`config.mk`:
```
export PLATFORM = sky130hd
export DESIGN_NAME = fir_coeff_sequencer
export DESIGN_NICKNAME = d
export VERILOG_FILES = /design/src/rtl/fir_coeff_sequencer.sv
export SDC_FILE = /design/constraint.sdc
export NUM_CORES = 1
export LEC_CHECK = 0
export CAP_MARGIN = 10
export CORE_UTILIZATION = 50
export CTS_CLUSTER_DIAMETER = 60
export CTS_CLUSTER_SIZE = 20
export DETAILED_ROUTE_END_ITERATION = 6
export PLACE_DENSITY = 0.88
export SYNTH_ARGS = -nofsm -noshare
export SYNTH_HDL_FRONTEND = slang
export SYNTH_SLANG_ARGS = --single-unit
```
`constraint.sdc`:
```
create_clock -name clk -period 3 [get_ports clk]
set_clock_uncertainty 0.05 [all_clocks]
set_input_delay 0.6 -clock clk [delete_from_list [all_inputs] [get_ports clk]]
set_output_delay 0.6 -clock clk [all_outputs]
set_load 0.005 [all_outputs]
```
`src/rtl/fir_coeff_sequencer.sv`:
```
// fir_coeff_sequencer
// Loads the FIR tap coefficients from a synchronous-read coefficient memory,
// keeps the filter disabled while loading, then gates samples into the tap
// chain and flags when the delay line holds a full post-load window.
module fir_coeff_sequencer #(
    parameter int N_TAPS    = 71,
    parameter int COEFF_W   = 8,
    parameter int ADDR_W    = 7,
    parameter bit AUTO_LOAD = 1'b1
) (
    input  logic               clk,
    input  logic               rst_n,
    input  logic               load_req,
    output logic               mem_rd_en,
    output logic [ADDR_W-1:0]  mem_addr,
    input  logic [COEFF_W-1:0] mem_rdata,
    output logic               tap_we,
    output logic [ADDR_W-1:0]  tap_addr,
    output logic [COEFF_W-1:0] tap_data,
    input  logic               x_valid_in,
    output logic               fir_en,
    output logic               coeff_loaded,
    output logic               busy,
    output logic               y_valid
);

    // The sample counter must be able to hold N_TAPS itself (saturation value).
    localparam int                 CNT_W     = $clog2(N_TAPS + 1);
    localparam logic [ADDR_W-1:0]  LAST_ADDR = ADDR_W'(N_TAPS - 1);
    localparam logic [CNT_W-1:0]   CNT_MAX   = CNT_W'(N_TAPS);
    localparam logic [CNT_W-1:0]   CNT_FULL  = CNT_W'(N_TAPS - 1);

    typedef enum logic [1:0] {
        IDLE = 2'd0,
        READ = 2'd1,
        LAST = 2'd2,
        RUN  = 2'd3
    } state_t;

    state_t              state;
    state_t              state_nxt;
    logic                start_load;
    logic                auto_pend;

    logic                rd_vld_p0;
    logic [ADDR_W-1:0]   rd_addr_p0;
    logic                wr_vld_p1;
    logic [ADDR_W-1:0]   wr_addr_p1;

    logic [CNT_W-1:0]    smp_cnt;
    logic                run_en;

    // Saturating increment: the window counter sticks at N_TAPS once reached.
    function automatic logic [CNT_W-1:0] sat_inc(input logic [CNT_W-1:0] v);
        if (v >= CNT_MAX) begin
            return CNT_MAX;
        end
        return v + 1'b1;
    endfunction

    // State register.
    always_ff @(posedge clk or negedge rst_n) begin
        if (!rst_n) begin
            state <= IDLE;
        end else begin
            state <= state_nxt;
        end
    end

    // Next-state logic; a load request is only honoured from IDLE or RUN.
    always_comb begin
        state_nxt  = state;
        start_load = 1'b0;
        case (state)
            IDLE: begin
                if (load_req || auto_pend) begin
                    state_nxt  = READ;
                    start_load = 1'b1;
                end
            end
            READ: begin
                if (rd_addr_p0 == LAST_ADDR) begin
                    state_nxt = LAST;
                end
            end
            LAST: begin
                state_nxt = RUN;
            end
            RUN: begin
                if (load_req) begin
                    state_nxt  = READ;
                    start_load = 1'b1;
                end
            end
            default: begin
                state_nxt = IDLE;
            end
        endcase
    end

    // One-shot flag that makes the first edge after reset release start a load.
    always_ff @(posedge clk or negedge rst_n) begin
        if (!rst_n) begin
            auto_pend <= AUTO_LOAD;
        end else begin
            auto_pend <= 1'b0;
        end
    end

    // ---- stage p0: memory read address and strobe ----
    // Read address walks 0..N_TAPS-1 and parks on the last address.
    always_ff @(posedge clk or negedge rst_n) begin
        if (!rst_n) begin
            rd_vld_p0  <= 1'b0;
            rd_addr_p0 <= '0;
        end else begin
            rd_vld_p0 <= (state_nxt == READ);
            if (start_load) begin
                rd_addr_p0 <= '0;
            end else if ((state == READ) && (rd_addr_p0 != LAST_ADDR)) begin
                rd_addr_p0 <= rd_addr_p0 + 1'b1;
            end
        end
    end

    // ---- stage p1: tap write, aligned with the memory's one-cycle read latency ----
    // Tap index follows the address issued one cycle earlier.
    always_ff @(posedge clk or negedge rst_n) begin
        if (!rst_n) begin
            wr_vld_p1  <= 1'b0;
            wr_addr_p1 <= '0;
        end else begin
            wr_vld_p1 <= rd_vld_p0;
            if (rd_vld_p0) begin
                wr_addr_p1 <= rd_addr_p0;
            end
        end
    end

    // Post-load sample counter; cleared outside RUN and on a reload request.
    always_ff @(posedge clk or negedge rst_n) begin
        if (!rst_n) begin
            smp_cnt <= '0;
        end else if ((state != RUN) || load_req) begin
            smp_cnt <= '0;
        end else if (run_en) begin
            smp_cnt <= sat_inc(smp_cnt);
        end
    end

    assign mem_rd_en    = rd_vld_p0;
    assign mem_addr     = rd_addr_p0;
    assign tap_we       = wr_vld_p1;
    assign tap_addr     = wr_addr_p1;
    assign tap_data     = wr_vld_p1 ? mem_rdata : '0;

    assign coeff_loaded = (state == RUN);
    assign busy         = (state == READ) || (state == LAST);
    assign run_en       = x_valid_in & coeff_loaded;
    assign fir_en       = run_en;
    assign y_valid      = run_en & (smp_cnt >= CNT_FULL);

endmodule

```
==> impl_results.md, run 1 <==
- First-pass GRT wire length: 4.86 mm
- Arrival time worst endpoint: 1950 ps
- Synth Area in XOR/XNOR: 1.83%
- Main flop type after synthesis: dfrtp_1
- CTS Buf Count: 3
- Number of max-cap violations: 0
- Initial DRC count: 17
- Gr ovfl total: 0
- Min-Delay Path Class: flop to flop
- Period utilisation layout: 86.8%
- Drt pass-1 iters: 4
- Setup crit start kind: flop
- Post-CTS Hold Fix Bufs: 0
- Area grow syn2layout: 32.1%
- Drc violations: 0
- Pwr/cell area: 722 mW/mm^2
- Sequential-to-total area share from yosys stat: 45.4%
- Core area: 0.00273 sq mm
- Rel. slew slack: 64.6%
- Minimum clock period after layout: 2600 ps
- Vias per std cell: 5.58
- CTS sink count: 26
- Setup CP Type: flop to output pin
- Vias after detailed routing: 1178
- Vias in the first global route: 1089
- CTS tree: built
- Synth cell types: 42
- Max-slew violation count: 0
- Worst-path clk slew: 120 ps
- Share of layout cells above drive strength 1: 11.1%
- CP Capture Type: output pin
- CTS Root Cell: clkbuf_4
- Mapped cell area: 0.00144 sq mm
- DRT antenna net count: 0
- Final Hold Viols: 0
- Post-Syn Instances: 137
- Clk buf depth: 2
- Core Util, Final: 69.4%
- Adder-Cell Fraction of Synth Area: 7.84%
- RSZ-0062 raised after global routing: no
- Initial Utilization: 52.5%
- Avg WL per Cell: 13.4 um
- Post-synth EDFFs: 0
- Slew at the pin with the worst max-slew slack: 530 ps
- FF+latch count, synth: 26
- # IOs: 40
- Tot GR Track Use: 19.8%
- Critical Path RT: 2350 ps
- Worst VDD drop: 0.901 mV
- Mux share of post-synthesis cell area: 5.49%
- Syn Nets: 158
- Post-CTS setup buffers: 0
- Highest Clock Rate: 384 MHz
- Row cnt: 19
- Simple-Gate Fraction of Synth Area: 19.1%
- Synth Area in Compound Gates: 17.7%
- Die area: 0.00309 sq mm
- Post-CTS resize count: 0
- Final Net Count: 202
- Antenna Cells: 0
- TNS Setup: 0 ps
- Initial antenna violation count: 0
- Wirelength, routed: 2.83 mm
- Leakage Power: 0.813 nW
- RePlAce Congestion: 0.864
- FFs w/ async S/R, synth: 100%
- Largest family of logic cells by synthesized area: simple AND/OR/NAND/NOR gates
- Clock Latency Late Sink: 320 ps
- IO Port Bufs: 39
- Syn Area/Cell: 10.5 sq um
- Ys Warns: 0
- Status: finished, final reports clean
- Post-DP HPWL: 2.22 mm
- H-tree levels: 1
- Die Span Y: 55.6 um
- Largest net degree at the start of global routing: 16
- Die span in x: 55.6 um
- Flop2flop setup slack: 1230 ps
- Largest fanout on the critical path: 7
- Final setup fails: 0
layout make-up:
type,count,area [sq um]
fillers,206,836
multi-input cells,102,749
flip-flops and latches,26,652
repair buffers,41,405
well taps,31,38.8
clock buffers,4,26.3
inverters,7,26.3
critical path: stages, from the launching register on:
cell,delay [ps]
dfrtp_1,440
ha_1,320
and2_1,190
nand2_1,50
a21oi_1,120
clkdlybuf4s50_1,520
logic make-up after synthesis:
group | Yosys count
AO/OA/AOI/OAI | 33
XOR/XNOR | 3
multiplexers | 7
other | 1
buffers and inverters | 9
adder cells (fa/ha/maj) | 9
flip-flops | 26
AND/OR/NAND/NOR | 49
cell usage after synthesis (all sizes together) (2+ instances only):
library cell  count  area, sq um
ha                9          113
dfrtp            25          626
a32oi             2         17.5
xor2              2         17.5
and3              3         18.8
mux2              7         78.8
o31ai             3         22.5
a21oi             6         33.8
inv               7         26.3
a211oi            3         22.5
nand2             7         26.3
a31oi             4         40.0
nand4             2         12.5
nand3             5         25.0
and2             10         62.6
o21ai             8         40.0
nor2             11         41.3
nor2b             2         12.5
or2b              2         16.3
worst paths after layout:
kind,endpoint,cells after the start,startpoint
setup / recovery,y_valid,5,state[0]$_DFF_PN0_
hold / removal,tap_addr[1]$_DFFE_PN0P_,1,tap_addr[1]$_DFFE_PN0P_
setup reg to reg,mem_rd_en$_DFF_PN0_,5,state[0]$_DFF_PN0_
hold reg to reg,tap_addr[1]$_DFFE_PN0P_,1,tap_addr[1]$_DFFE_PN0P_
max in group asynchronous,smp_cnt[1]$_DFFE_PN0P_,2,rst_n
min in group asynchronous,tap_addr[3]$_DFFE_PN0P_,1,rst_n
flip-flops by register name, summed over array words and instances (netlist names):
| name | cells |
|---|---|
| mem_rd_en | 1 |
| tap_we | 1 |
| tap_addr | 7 |
| state | 2 |
| mem_addr | 7 |
| auto_pend | 1 |
| smp_cnt | 7 |
per-layer routing:
metal / routed length, um / up-vias / track usage (%)
met2: 1400 / 37 / 33.9
met1: 1260 / 562 / 25.1
met5: 0 / - / 0
met4: 23 / 0 / 5.00
met3: 143 / 2 / 5.12
li1: - / 577 / -
stage by stage:
stage	hold WS, ps	setup WS [ps]	area, sq um	total power (W)	std cells
global placement	437	476	1870	0.00121	207
detailed placement	447	442	1870	0.00123	207
finish	470	396	1900	0.00137	211
CTS	477	389	1900	0.00139	211
floorplan	254	1330	1440	0.000894	137
global route	491	286	1900	0.00148	211
placed cells by master, fill, tap and decap left out, types with 2 or more instances in the layout:
cell type | Yosys | final
a211oi_1 | 3 | 3
a21oi_1 | 5 | 5
a31oi_1 | 3 | 3
a32oi_1 | 2 | 2
and2_1 | 10 | 10
and3_1 | 3 | 3
buf_4 | 0 | 2
clkbuf_4 | 0 | 3
clkdlybuf4s50_1 | 0 | 39
dfrtp_1 | 25 | 25
ha_1 | 9 | 9
inv_1 | 7 | 7
mux2_2 | 7 | 7
nand2_1 | 7 | 7
nand3_1 | 5 | 5
nand4_1 | 2 | 2
nor2_1 | 11 | 11
nor2b_1 | 2 | 2
o21ai_0 | 6 | 6
o21ai_1 | 2 | 2
o31ai_1 | 3 | 3
xor2_1 | 2 | 2
where the power goes:
part           leakage, nW  switching, W  internal [W]
clock               0.0150     0.0000963     0.0000520
combinational        0.460      0.000268      0.000404
sequential           0.338      0.000110      0.000440
Note: power is estimated with default switching activity, not from simulation.
==> run 2, diff against run 1 <==
--- a/config.mk
+++ b/config.mk
@@ -11,6 +11,7 @@
 export CTS_CLUSTER_SIZE = 20
 export DETAILED_ROUTE_END_ITERATION = 6
 export PLACE_DENSITY = 0.88
+export SKIP_CTS_REPAIR_TIMING = 1
 export SYNTH_ARGS = -nofsm -noshare
 export SYNTH_HDL_FRONTEND = slang
 export SYNTH_SLANG_ARGS = --single-unit
==> results of run 2 <==
Same layout as run 1: the final DEF is identical, and so are final timing and power.
